`config.mk`:
```
export PLATFORM = sky130hd
export DESIGN_NAME = pipe_hazard_ctrl
export DESIGN_NICKNAME = d
export VERILOG_FILES = /design/src/rtl/pipe_ctrl_pkg.sv /design/src/rtl/pipe_hazard_ctrl_sat_counter.sv /design/src/rtl/pipe_hazard_ctrl.sv
export SDC_FILE = /design/constraint.sdc
export NUM_CORES = 1
export LEC_CHECK = 0
export CAP_MARGIN = 40
export CELL_PAD_IN_SITES_DETAIL_PLACEMENT = 0
export CELL_PAD_IN_SITES_GLOBAL_PLACEMENT = 1
export CORE_MARGIN = 5
export CORE_UTILIZATION = 37
export DETAILED_ROUTE_END_ITERATION = 10
export HOLD_SLACK_MARGIN = 0.05
export PLACE_DENSITY = 0.83
export SYNTH_ARGS = -nofsm -noshare
export SYNTH_HDL_FRONTEND = slang
export SYNTH_HIERARCHICAL = 1
export SYNTH_SLANG_ARGS = --single-unit
```
`constraint.sdc`:
```
create_clock -name clk -period 4.85 [get_ports clk]
set_input_delay 0.97 -clock clk [delete_from_list [all_inputs] [get_ports clk]]
set_output_delay 0.97 -clock clk [all_outputs]
set_load 0.03 [all_outputs]
```
`src/rtl/pipe_ctrl_pkg.sv`:
```
// Shared types and arbitration helpers for the pipeline stall/flush controller.
// The cause with the highest priority rank decides the pipeline register controls.
package pipe_ctrl_pkg;

   typedef enum logic {RUN, MD_BUSY} state_t;

   typedef enum logic [2:0] {NONE, MEM, MD, LOAD_USE, BRANCH} stall_cause_t;

   localparam int unsigned PRIO_NONE     = 0;
   localparam int unsigned PRIO_LOAD_USE = 1;
   localparam int unsigned PRIO_BRANCH   = 2;
   localparam int unsigned PRIO_MD       = 3;
   localparam int unsigned PRIO_MEM      = 4;

   function automatic int unsigned cause_prio(input stall_cause_t c);
      case (c)
         MEM:      return PRIO_MEM;
         MD:       return PRIO_MD;
         BRANCH:   return PRIO_BRANCH;
         LOAD_USE: return PRIO_LOAD_USE;
         default:  return PRIO_NONE;
      endcase
   endfunction

   function automatic stall_cause_t pick_cause(input logic mem, input logic md,
                                               input logic br, input logic lu);
      stall_cause_t best;
      best = NONE;
      if (lu  && cause_prio(LOAD_USE) > cause_prio(best)) best = LOAD_USE;
      if (br  && cause_prio(BRANCH)   > cause_prio(best)) best = BRANCH;
      if (md  && cause_prio(MD)       > cause_prio(best)) best = MD;
      if (mem && cause_prio(MEM)      > cause_prio(best)) best = MEM;
      return best;
   endfunction

endpackage

```
`src/rtl/pipe_hazard_ctrl_sat_counter.sv`:
```
// Saturating up-counter with synchronous clear; clear wins over increment.
module sat_counter #(
   parameter int CNT_W = 32
) (
   input  logic             clk,
   input  logic             resetN,
   input  logic             inc,
   input  logic             clr,
   output logic [CNT_W-1:0] cnt
);

   always_ff @(posedge clk or negedge resetN) begin
      if (!resetN)
         cnt <= '0;
      else if (clr)
         cnt <= '0;
      else if (inc && (cnt != '1))
         cnt <= cnt + 1'b1;
   end

endmodule

```
`src/rtl/pipe_hazard_ctrl.sv`:
```
// Stall/flush controller for the 5-stage pipeline: memory wait, mul/div
// occupancy of EX, taken-branch flush and load-use bubble, plus a stall counter.
module pipe_hazard_ctrl
   import pipe_ctrl_pkg::*;
#(
   parameter int REG_ADDR_W = 5,
   parameter int MD_CYCLES  = 4,
   parameter int CNT_W      = 32
) (
   input  logic                  clk,
   input  logic                  resetN,
   input  logic [REG_ADDR_W-1:0] id_rs,
   input  logic [REG_ADDR_W-1:0] id_rt,
   input  logic                  id_uses_rt,
   input  logic [REG_ADDR_W-1:0] ex_rt,
   input  logic                  ex_mem_read,
   input  logic                  ex_branch_taken,
   input  logic                  ex_md_start,
   input  logic                  mem_req,
   input  logic                  mem_ready,
   input  logic                  stat_clr,
   output logic                  pc_en,
   output logic                  ifid_en,
   output logic                  idex_en,
   output logic                  exmem_en,
   output logic                  memwb_en,
   output logic                  ifid_flush,
   output logic                  idex_flush,
   output logic                  exmem_flush,
   output logic                  memwb_flush,
   output logic                  md_busy,
   output logic [CNT_W-1:0]      stall_cnt
);

   localparam int MD_CNT_W = (MD_CYCLES > 2) ? $clog2(MD_CYCLES) : 1;
   localparam bit MD_EN    = (MD_CYCLES > 1);
   // The start cycle is itself a stall, so the counter covers the remaining MD_CYCLES-2.
   localparam logic [MD_CNT_W-1:0] MD_LOAD = MD_CNT_W'((MD_CYCLES > 1) ? MD_CYCLES - 2 : 0);

   state_t                state, state_nxt;
   logic [MD_CNT_W-1:0]   md_cnt, md_cnt_nxt;
   logic                  mem_stall, load_use, md_req;
   stall_cause_t          cause;
   logic                  stall_inc;

   always_ff @(posedge clk or negedge resetN) begin
      if (!resetN) begin
         state  <= RUN;
         md_cnt <= '0;
      end else begin
         state  <= state_nxt;
         md_cnt <= md_cnt_nxt;
      end
   end

   always_comb begin
      mem_stall = mem_req & ~mem_ready;
      load_use  = ex_mem_read && (ex_rt != '0) &&
                  ((ex_rt == id_rs) || (id_uses_rt && (ex_rt == id_rt)));
      md_req    = (state == RUN) ? (ex_md_start && MD_EN) : (md_cnt != '0);
      cause     = pick_cause(mem_stall, md_req,
                             (state == RUN) && ex_branch_taken,
                             (state == RUN) && load_use);

      state_nxt  = state;
      md_cnt_nxt = md_cnt;
      case (state)
         RUN: begin
            if (cause == MD) begin
               state_nxt  = MD_BUSY;
               md_cnt_nxt = MD_LOAD;
            end
         end
         MD_BUSY: begin
            // Counting continues under a memory wait; only the exit waits for it.
            if (md_cnt != '0)
               md_cnt_nxt = md_cnt - 1'b1;
            else if (!mem_stall)
               state_nxt = RUN;
         end
         default: state_nxt = RUN;
      endcase
   end

   always_comb begin
      pc_en       = 1'b1;
      ifid_en     = 1'b1;
      idex_en     = 1'b1;
      exmem_en    = 1'b1;
      memwb_en    = 1'b1;
      ifid_flush  = 1'b0;
      idex_flush  = 1'b0;
      exmem_flush = 1'b0;
      memwb_flush = 1'b0;
      case (cause)
         MEM: begin
            pc_en = 1'b0; ifid_en = 1'b0; idex_en = 1'b0; exmem_en = 1'b0;
            memwb_flush = 1'b1;
         end
         MD: begin
            pc_en = 1'b0; ifid_en = 1'b0; idex_en = 1'b0;
            exmem_flush = 1'b1;
         end
         BRANCH: begin
            ifid_flush = 1'b1; idex_flush = 1'b1;
         end
         LOAD_USE: begin
            pc_en = 1'b0; ifid_en = 1'b0;
            idex_flush = 1'b1;
         end
         default: ;
      endcase
   end

   assign md_busy   = (state == MD_BUSY);
   assign stall_inc = (cause == MEM) || (cause == MD) || (cause == LOAD_USE);

   sat_counter #(.CNT_W(CNT_W)) u_stall_cnt (
      .clk    (clk),
      .resetN (resetN),
      .inc    (stall_inc),
      .clr    (stat_clr),
      .cnt    (stall_cnt)
   );

   md_branch_excl: assert property (@(posedge clk) disable iff (!resetN)
                                    !(ex_md_start && ex_branch_taken));

endmodule

```
==> results.ini <==
[global_routing]
antenna_found_initial = 0
gr-usage-all-layers = 0.1538
grt_max_degree = 37
grt_pass1_wl_um = 9418
first_global_vias = 2051
overflow = 0

[power]
vdd_ir_drop_max_v = 0.0001936
p_per_area_nw_per_um2 = 301.7
leakage_uw = 0.001118

[logic_synthesis]
synth_seq_cells = 35
synth-seq-area-share = 0.4018
ys_warn_count = 6
syn-cell-area_um2 = 2180
ys_async_sr_fraction = 1.000
synth_nets = 267
synth_edf_count = 0
netlist-cell-type-count = 51
syn_inst = 241
syn_area_per_cell_um2 = 9.044
synth_flop_cell = dfrtp_1

[route]
dr.pass1.iters = 4
wl_met3_um = 393
vias = 2097
ant_nets = 0
routedWlPerCell_um = 14.83
dr.first_iter.drc_count = 113
totalWireLength_um = 5681
wl_met2_um = 2595
vias_per_cell = 5.475
wl_met1_um = 2628
maxUsedRoutingLayer = met4
drc = 0

[timing]
post-route-period-util = 0.8403
slew_headroom = 0.4561
setup_tns_ns = 0
period_needed_ns = 4.075
setup_viol_count_final = 0
hold_viol = 0
tightest_slew_ns = 0.8083
skew_ns = 0.006520
fmax_mhz = 245.4
rsz0062_at_grt = no
drv_slew = 0

[finish]
fillerInstances = 584
design_area_um2 = 3004
drive_above_1_share = 0.07468
areaGrowthSynthToFinish_pct = 37.83
antenna_cells = 0
nets = 333
final_util = 0.5166

[worst_setup_path]
path_class = in -> out
crit_fanout = 3
cp-end-kind = primary output
required_ns = 3.88
ff2ff_path_depth = 6
critPathLaunchType = input pin
worstPathArrival_ns = 3.11

[min_path]
hold_class = reg -> reg
whs_path_depth = 2

[clock_network]
clk_pin_slew_ns = 0.08
clk_root_buffer_cell = clkbuf_8
h-tree-depth = 2
clock_sinks = 35
cts_tree = yes
cts_buffers = 5
post_cts.repair.setup_buffers = 0
clock_latency_ns = 0.29
post_cts_resize_count = 0
cts_buffer_depth = 2
holdBufCountCts = 0

[job]
max-cap-violations = 0

[die]
core_area_um2 = 5816
die_area_um2 = 7526
ios = 66
fp-row-count = 28
die_w_um = 86.75
die_y_um = 86.75
start_util = 0.3748

[placed_design]
hpwl_um = 4109
place_congestion = 0.7868
dpl_cell_area_um2 = 2892
port_buffers = 64

[outcome]
status = completed

where the power goes:
part	total [µW]	switching, µW	internal [µW]
Clock	265	112	153
Sequential	346	32.0	314
Combinational	295	165	131
Total	906	309	598
worst paths after layout:
| path | from | end | slack [ns] |
|---|---|---|---|
| min in group asynchronous | resetN | u_stall_cnt/cnt[19]$_DFFE_PN0P_ | 1.09 |
| hold / removal | md_cnt[0]$_DFFE_PN0P_ | md_cnt[0]$_DFFE_PN0P_ | 0.53 |
| max in group asynchronous | resetN | u_stall_cnt/cnt[5]$_DFFE_PN0P_ | 3.44 |
| setup reg to reg | md_busy$_DFF_PN0_ | u_stall_cnt/cnt[29]$_DFFE_PN0P_ | 2.05 |
| hold reg to reg | md_cnt[0]$_DFFE_PN0P_ | md_cnt[0]$_DFFE_PN0P_ | 0.53 |
| setup / recovery | ex_rt[3] | ifid_en | 0.77 |
kinds of logic (layout without fill, tap and decap cells):
family                     count (synthesis)  count (layout)  share of synthesized area
AOI/OAI and AO/OA                         59              59                     0.1877
xor gates and xnor gates                  20              20                    0.08037
adders and majority gates                  2               2                    0.01148
buffers and inverters                     16              83                    0.03617
DFF                                       35              35                     0.4018
muxes                                      3               3                    0.01492
other                                      1               1                   0.001721
and+or+nand+nor                          105             105                     0.2658
synthesized netlist by cell type (2+ instances only):
cell type | instances | area (µm²)
nor2_1 | 23 | 86.33
ha_1 | 2 | 25.02
nand4_1 | 7 | 43.79
nor2b_1 | 2 | 12.51
clkbuf_1 | 5 | 18.77
a311oi_1 | 2 | 17.52
a41o_1 | 2 | 20.02
nand3_1 | 11 | 55.05
and2_1 | 4 | 25.02
nor4_1 | 6 | 37.54
buf_4 | 3 | 22.52
o31ai_1 | 2 | 15.01
xnor2_1 | 7 | 61.31
dfrtp_1 | 35 | 875.8
or4_1 | 4 | 30.03
nand2_1 | 13 | 48.80
nand2b_1 | 2 | 12.51
o21ai_0 | 14 | 70.07
xor2_1 | 13 | 113.9
a21oi_1 | 23 | 115.1
inv_1 | 7 | 26.28
nor3_1 | 6 | 30.03
or3_1 | 13 | 81.33
and3_1 | 6 | 37.54
or4_4 | 2 | 22.52
mux2_2 | 2 | 22.52
routing by layer:
layer	up-vias	track usage
li1	1036	-
met1	993	0.2004
met2	63	0.2545
met3	5	0.03137
met4	0	0.05099
met5	-	0
area by class of cell:
type                    instances  area [µm²]  share of cell area
repair buffers                 68       670.6              0.2232
well taps                      75       93.84             0.03124
clock buffers                   5       68.82             0.02291
flip-flops and latches         35       875.8              0.2915
multi-input cells             190        1225              0.4077
inverters                       7       26.28            0.008746
clock inverters                 3       43.79             0.01458
placed cells by master (no fill, tap or decap), types with 4 or more instances in the layout:
| cell | Yosys | routed |
|---|---|---|
| clkdlybuf4s50_1 | 0 | 64 |
| nor3_1 | 6 | 6 |
| nand3_1 | 11 | 11 |
| a21oi_1 | 23 | 23 |
| xor2_1 | 13 | 13 |
| xnor2_1 | 7 | 7 |
| and2_1 | 4 | 4 |
| buf_4 | 3 | 4 |
| and3_1 | 6 | 6 |
| nand2_1 | 13 | 13 |
| o21ai_0 | 14 | 14 |
| or3_1 | 13 | 13 |
| nand4_1 | 7 | 7 |
| clkbuf_8 | 0 | 5 |
| nor2_1 | 23 | 23 |
| or4_1 | 4 | 4 |
| inv_1 | 7 | 7 |
| nor4_1 | 6 | 6 |
| dfrtp_1 | 35 | 35 |
state kept, by name, indices dropped and copies added, names as in the netlist:
name and count:
md_cnt 2, u_stall_cnt/cnt 32, md_busy 1
worst max-delay path: stages:
cell             delay [ns]
clkdlybuf4s50_1        0.46
xor2_1                 0.19
nor4_2                 0.28
a32oi_1                0.18
o41a_1                 0.42
clkdlybuf4s50_1        0.60
stage by stage:
stage / hold WS, ns / worst slack (ns) / std cells / total power (µW)
3_5_place_dp: 0.5325 / 0.4581 / 375 / 649.8
2_1_floorplan: 0.4869 / 0.8446 / 241 / 534.6
5_1_grt: 0.5703 / 0.6088 / 383 / 958.3
3_3_place_gp: 0.5266 / 0.5990 / 375 / 649.4
6_report: 0.5344 / 0.7746 / 383 / 906.5
4_1_cts: 0.5471 / 0.7592 / 383 / 918.0
(Power assumes the default switching activity.)
==> edit 1: new RTL, same flow settings <==
`MD_CYCLES`: 4 -> 8.
--- a/src/rtl/pipe_hazard_ctrl.sv
+++ b/src/rtl/pipe_hazard_ctrl.sv
@@ -6,3 +6,3 @@
    parameter int REG_ADDR_W = 5,
-   parameter int MD_CYCLES  = 4,
+   parameter int MD_CYCLES  = 8,
    parameter int CNT_W      = 32
Behaviour: not the same (a bounded check fails within 4 cycles, from zero or initial values and one cycle with resetN low).
==> edit 1 against the original RTL <==
Wire length grew 0.69%; sequential share of layout area rose by 0.28 points; largest cell class unchanged; register-to-register slack worse by 0.08 ns; die area increased by 2.5%; clock power decreased by 2%; design area grew 1.9%; sequential cell count up 1; clock skew shrank 0.0032 ns; setup slack worse by 0.081 ns; via count grew 1.1%; total power rose by 1.3%; area after synthesis grew 2.8%.
==> edit 1: results (changes against the original RTL) <==
metric;value;unit;change
# nets final;340;;+2.1%
ranking of synthesized cells by area;dfrtp_1 40%, xor2_1 5.1%, a21oi_1 4.9%, nor2_1 3.9%, or3_1 3.6%;;
routing usage on met1;19.9;%;-0.14 points
hold depth;1;;-1
comb_multi_in;193;;+1.6%
Critical R2R Launch;md_cnt[0];;
Final GP Congestion;0.769;;-2.3%
met3 GRT Util;3.95;%;+0.81 points
share of layout cells above drive strength 1;6.69;%;-0.78 points
vias in the first global route;2021;;-1.5%
Inverters;9;;+2
worst slew pin tran;0.816;ns;+0.00745 ns
Data buffer area share;21.9;%;-0.41 points
most instantiated cells after synthesis;36 x dfrtp_1, 23 x nor2_1, 22 x a21oi_1;;
GR Util met2;25.0;%;-0.45 points
LEAKAGE;0.00116;uW;+3.3%
Reg2Reg Setup Slack;1.97;ns;-0.08 ns
Gate power share;32.4;%;-0.2 points
Seq/Total Area, Yosys;40.2;%;about the same
status;finished, final reports clean;;
clock-cell share of area;3.52;%;-0.23 points
hold path start;md_cnt[1];;
fin cells;389;;+1.6%
Seq cells;36;;+2.9%
Yosys cell types;49;;-3.9%
DR vias/cell;5.45;;-0.46%
met2 routed WL;2680;um;+3.4%
critical path arrival;3.19;ns;+0.08 ns
Worst Reg-to-Reg Cells;11;;+5
Storage cell area;901;um^2;+2.9%
Metal-1 WL;2530;um;-3.7%
hold endpoint;md_cnt[1];;
synthesized net count;274;;+2.6%
Initial DRC Count;139;;+23%
# fillers;568;;-2.7%
sw frac;33.3;%;-0.77 points
placed wire-length estimate;4250;um;+3.4%
Placed Cells;381;;+1.6%
first-pass GRT wire length;9470;um;+0.58%
Setup Skew;0.00329;ns;-0.00323 ns
-- edit 1: metrics by stage --
step | instance area, um^2 | hold slack [ns] | worst slack [ns] | power, uW
2_1_floorplan | 2240 | 0.482 | 0.843 | 552
3_3_place_gp | 2950 | 0.494 | 0.544 | 660
3_5_place_dp | 2950 | 0.506 | 0.458 | 666
4_1_cts | 3060 | 0.524 | 0.671 | 929
5_1_grt | 3060 | 0.531 | 0.565 | 972
6_report | 3060 | 0.514 | 0.693 | 918
-- edit 1: logic make-up after synthesis --
kind of cell             count (synthesis)  share of synthesized area [%]
AO/OA/AOI/OAI                           58                           18.2
XOR/XNOR                                20                           7.82
adder cells (fa/ha/maj)                  3                           1.68
buffers and inverters                   18                           3.85
flip-flops                              36                           40.2
multiplexers                             4                           1.90
other                                    1                          0.167
AND/OR/NAND/NOR                        107                           26.2
-- edit 1: critical path: stages --
cell,delay (ns)
clkdlybuf4s50_1,0.47
or4_1,0.55
o21ai_0,0.31
o41a_1,0.20
clkdlybuf4s50_1,0.69
==> edit 2: new RTL, same flow settings <==
Made on the original files. Reset style: synchronous (`resetN`), changed in 2 clocked blocks.
--- a/src/rtl/pipe_hazard_ctrl_sat_counter.sv
+++ b/src/rtl/pipe_hazard_ctrl_sat_counter.sv
@@ -11,3 +11,3 @@
 
-   always_ff @(posedge clk or negedge resetN) begin
+   always_ff @(posedge clk) begin
       if (!resetN)
--- a/src/rtl/pipe_hazard_ctrl.sv
+++ b/src/rtl/pipe_hazard_ctrl.sv
@@ -45,3 +45,3 @@
 
-   always_ff @(posedge clk or negedge resetN) begin
+   always_ff @(posedge clk) begin
       if (!resetN) begin
Check against the original RTL: differs if resetN is asserted again (counterexample within 4 cycles, from zero or initial values and one cycle with resetN low); with resetN held inactive, the same outputs for 10 cycles.
==> edit 2 against the original RTL <==
Sequential cell count unchanged; wire length decreased by 3.6%; design area decreased by 5.7%; area after synthesis decreased by 7.2%; setup slack improved by 0.022 ns; cell count increased by 0.52%; largest cell class unchanged; highest routed layer unchanged.
Power is not compared: it rests on default switching activity, and its combinational part moved more than twofold at a synthesized area within 25%.
==> edit 2: results (changes against the original RTL) <==
metric;value;unit;change
status;finished, final reports clean;;
synthesized net count;275;;+3.0%
P&R area growth vs syn;40.2;%;
min-delay worst type;reg -> reg;;
antenna cells;0;;unchanged
Worst-Skew Late Latency;0.29;ns;about the same
I/O Buffers;64;;unchanged
placed wire-length estimate;4040;um;-1.8%
drt wl/cell;14.2;um;-4.1%
initial antenna violation count;0;;unchanged
1st-pass router iterations;6;;+2
Reg with most FFs;u_stall_cnt/cnt;;
largest net degree at the start of global routing;32;;-14%
postcts setup bufs;0;;unchanged
LEAKAGE;0.000911;uW;
Seq/Total Area, Yosys;34.7;%;-5.5 points
post_cts resized;0;;unchanged
Cell Area, Placed;0.00272;mm^2;-6.1%
total track usage;15.7;%;+0.33 points
Max Freq;0.247;GHz;+0.54%
worst rel slew slack;43.2;%;-2.4 points
crit path max fanout;3;;unchanged
Ys Warns;6;;unchanged
number of CTS-inserted buffers;5;;unchanged
Final GP Congestion;0.857;;+8.9%
Setup Skew;0.00568;ns;-0.000836 ns
Total Routed Length;5470;um;-3.6%
ranking of synthesized cells by area;dfxtp_1 35%, a21oi_1 5.7%, or3_1 4.6%, nand4_1 4.3%, xnor2_1 4.3%;;
critical path arrival;3.08;ns;-0.03 ns
most instantiated cells after synthesis;35 x dfxtp_1, 23 x a21oi_1, 20 x nor2_1;;
Yosys cell types;51;;unchanged
max reg flops;32;;unchanged
CTS root buf;clkbuf_8;;
share of layout cells above drive strength 1;7.35;%;-0.12 points
clock buffer depth;2;;unchanged
via count;2068;;-1.4%
Peak VDD IR;0.130;mV;
first-pass GRT wire length;9290;um;-1.4%
asr flop ratio synth;0;%;-100 points
Cells after Synth;249;;+3.3%
MaxCap Viol Count;0;;unchanged
Clk pin slew, worst setup/hold paths;0.07;ns;
# fillers;545;;-6.7%
die area;0.00704;mm^2;-6.4%
vias in the first global route;1913;;-6.7%
Placed Cells;377;;+0.53%
# nets final;338;;+1.5%
Initial DRC Count;100;;-12%
H-tree levels;2;;unchanged
Post-synth EDFFs;0;;unchanged
==> edit 2: layer usage <==
layer  routed length (um)  vias up  track usage [%]
li1                     -     1057                -
met1                 2710      947             21.4
met2                 2430       57             24.2
met3                  272        7             4.74
met4                   62        0             3.95
met5                    0        -                0
==> edit 2: layout make-up <==
cell class	count	share of cell area (%)
clock buffer	6	2.91
clock inverter	2	1.24
inverter	6	0.795
multi-input combinational	198	44.0
sequential	35	24.7
tap	72	3.18
timing repair buffer	66	23.1
==> edit 2: cells by family after synthesis <==
kind of cell,share of synthesized area (%)
simple gates,32.9
compound gates,18.2
flops,34.7
xor+xnor,8.23
buf+inv,3.65
fa+ha+maj,1.24
mux,0.990
other cells,0.185
==> edit 2: power breakdown <==
part | leakage [uW] | switching (uW) | internal, uW | total, uW
sequential | 0.000283 | 2.96 | 290 | 293
clock | 0.0000612 | 107 | 166 | 274
combinational | 0.000567 | 53.5 | 45.9 | 99.4
==> edit 2: per-stage QoR <==
stage               total power [uW]  setup WS, ns
finish                           666         0.796
global route                     697         0.687
CTS                              676         0.790
detailed placement               400         0.792
global placement                 400         0.814
floorplan                        357         0.805
==> edit 2: final timing paths <==
| check | start | slack (ns) | cells after the start | to |
|---|---|---|---|---|
| hold / removal | md_cnt[1] | 0.48 | 2 | md_cnt[1] |
| setup reg to reg | md_busy | 2.25 | 6 | u_stall_cnt/cnt[20] |
| hold reg to reg | md_cnt[1] | 0.48 | 2 | md_cnt[1] |
| setup / recovery | ex_rt[3] | 0.80 | 6 | pc_en |
==> edit 2: critical path: stages <==
cell and delay (ns):
clkdlybuf4s50_1 0.46, or4_1 0.53, o21ai_1 0.17, or3_2 0.15, o21a_1 0.12, clkdlybuf4s50_1 0.68
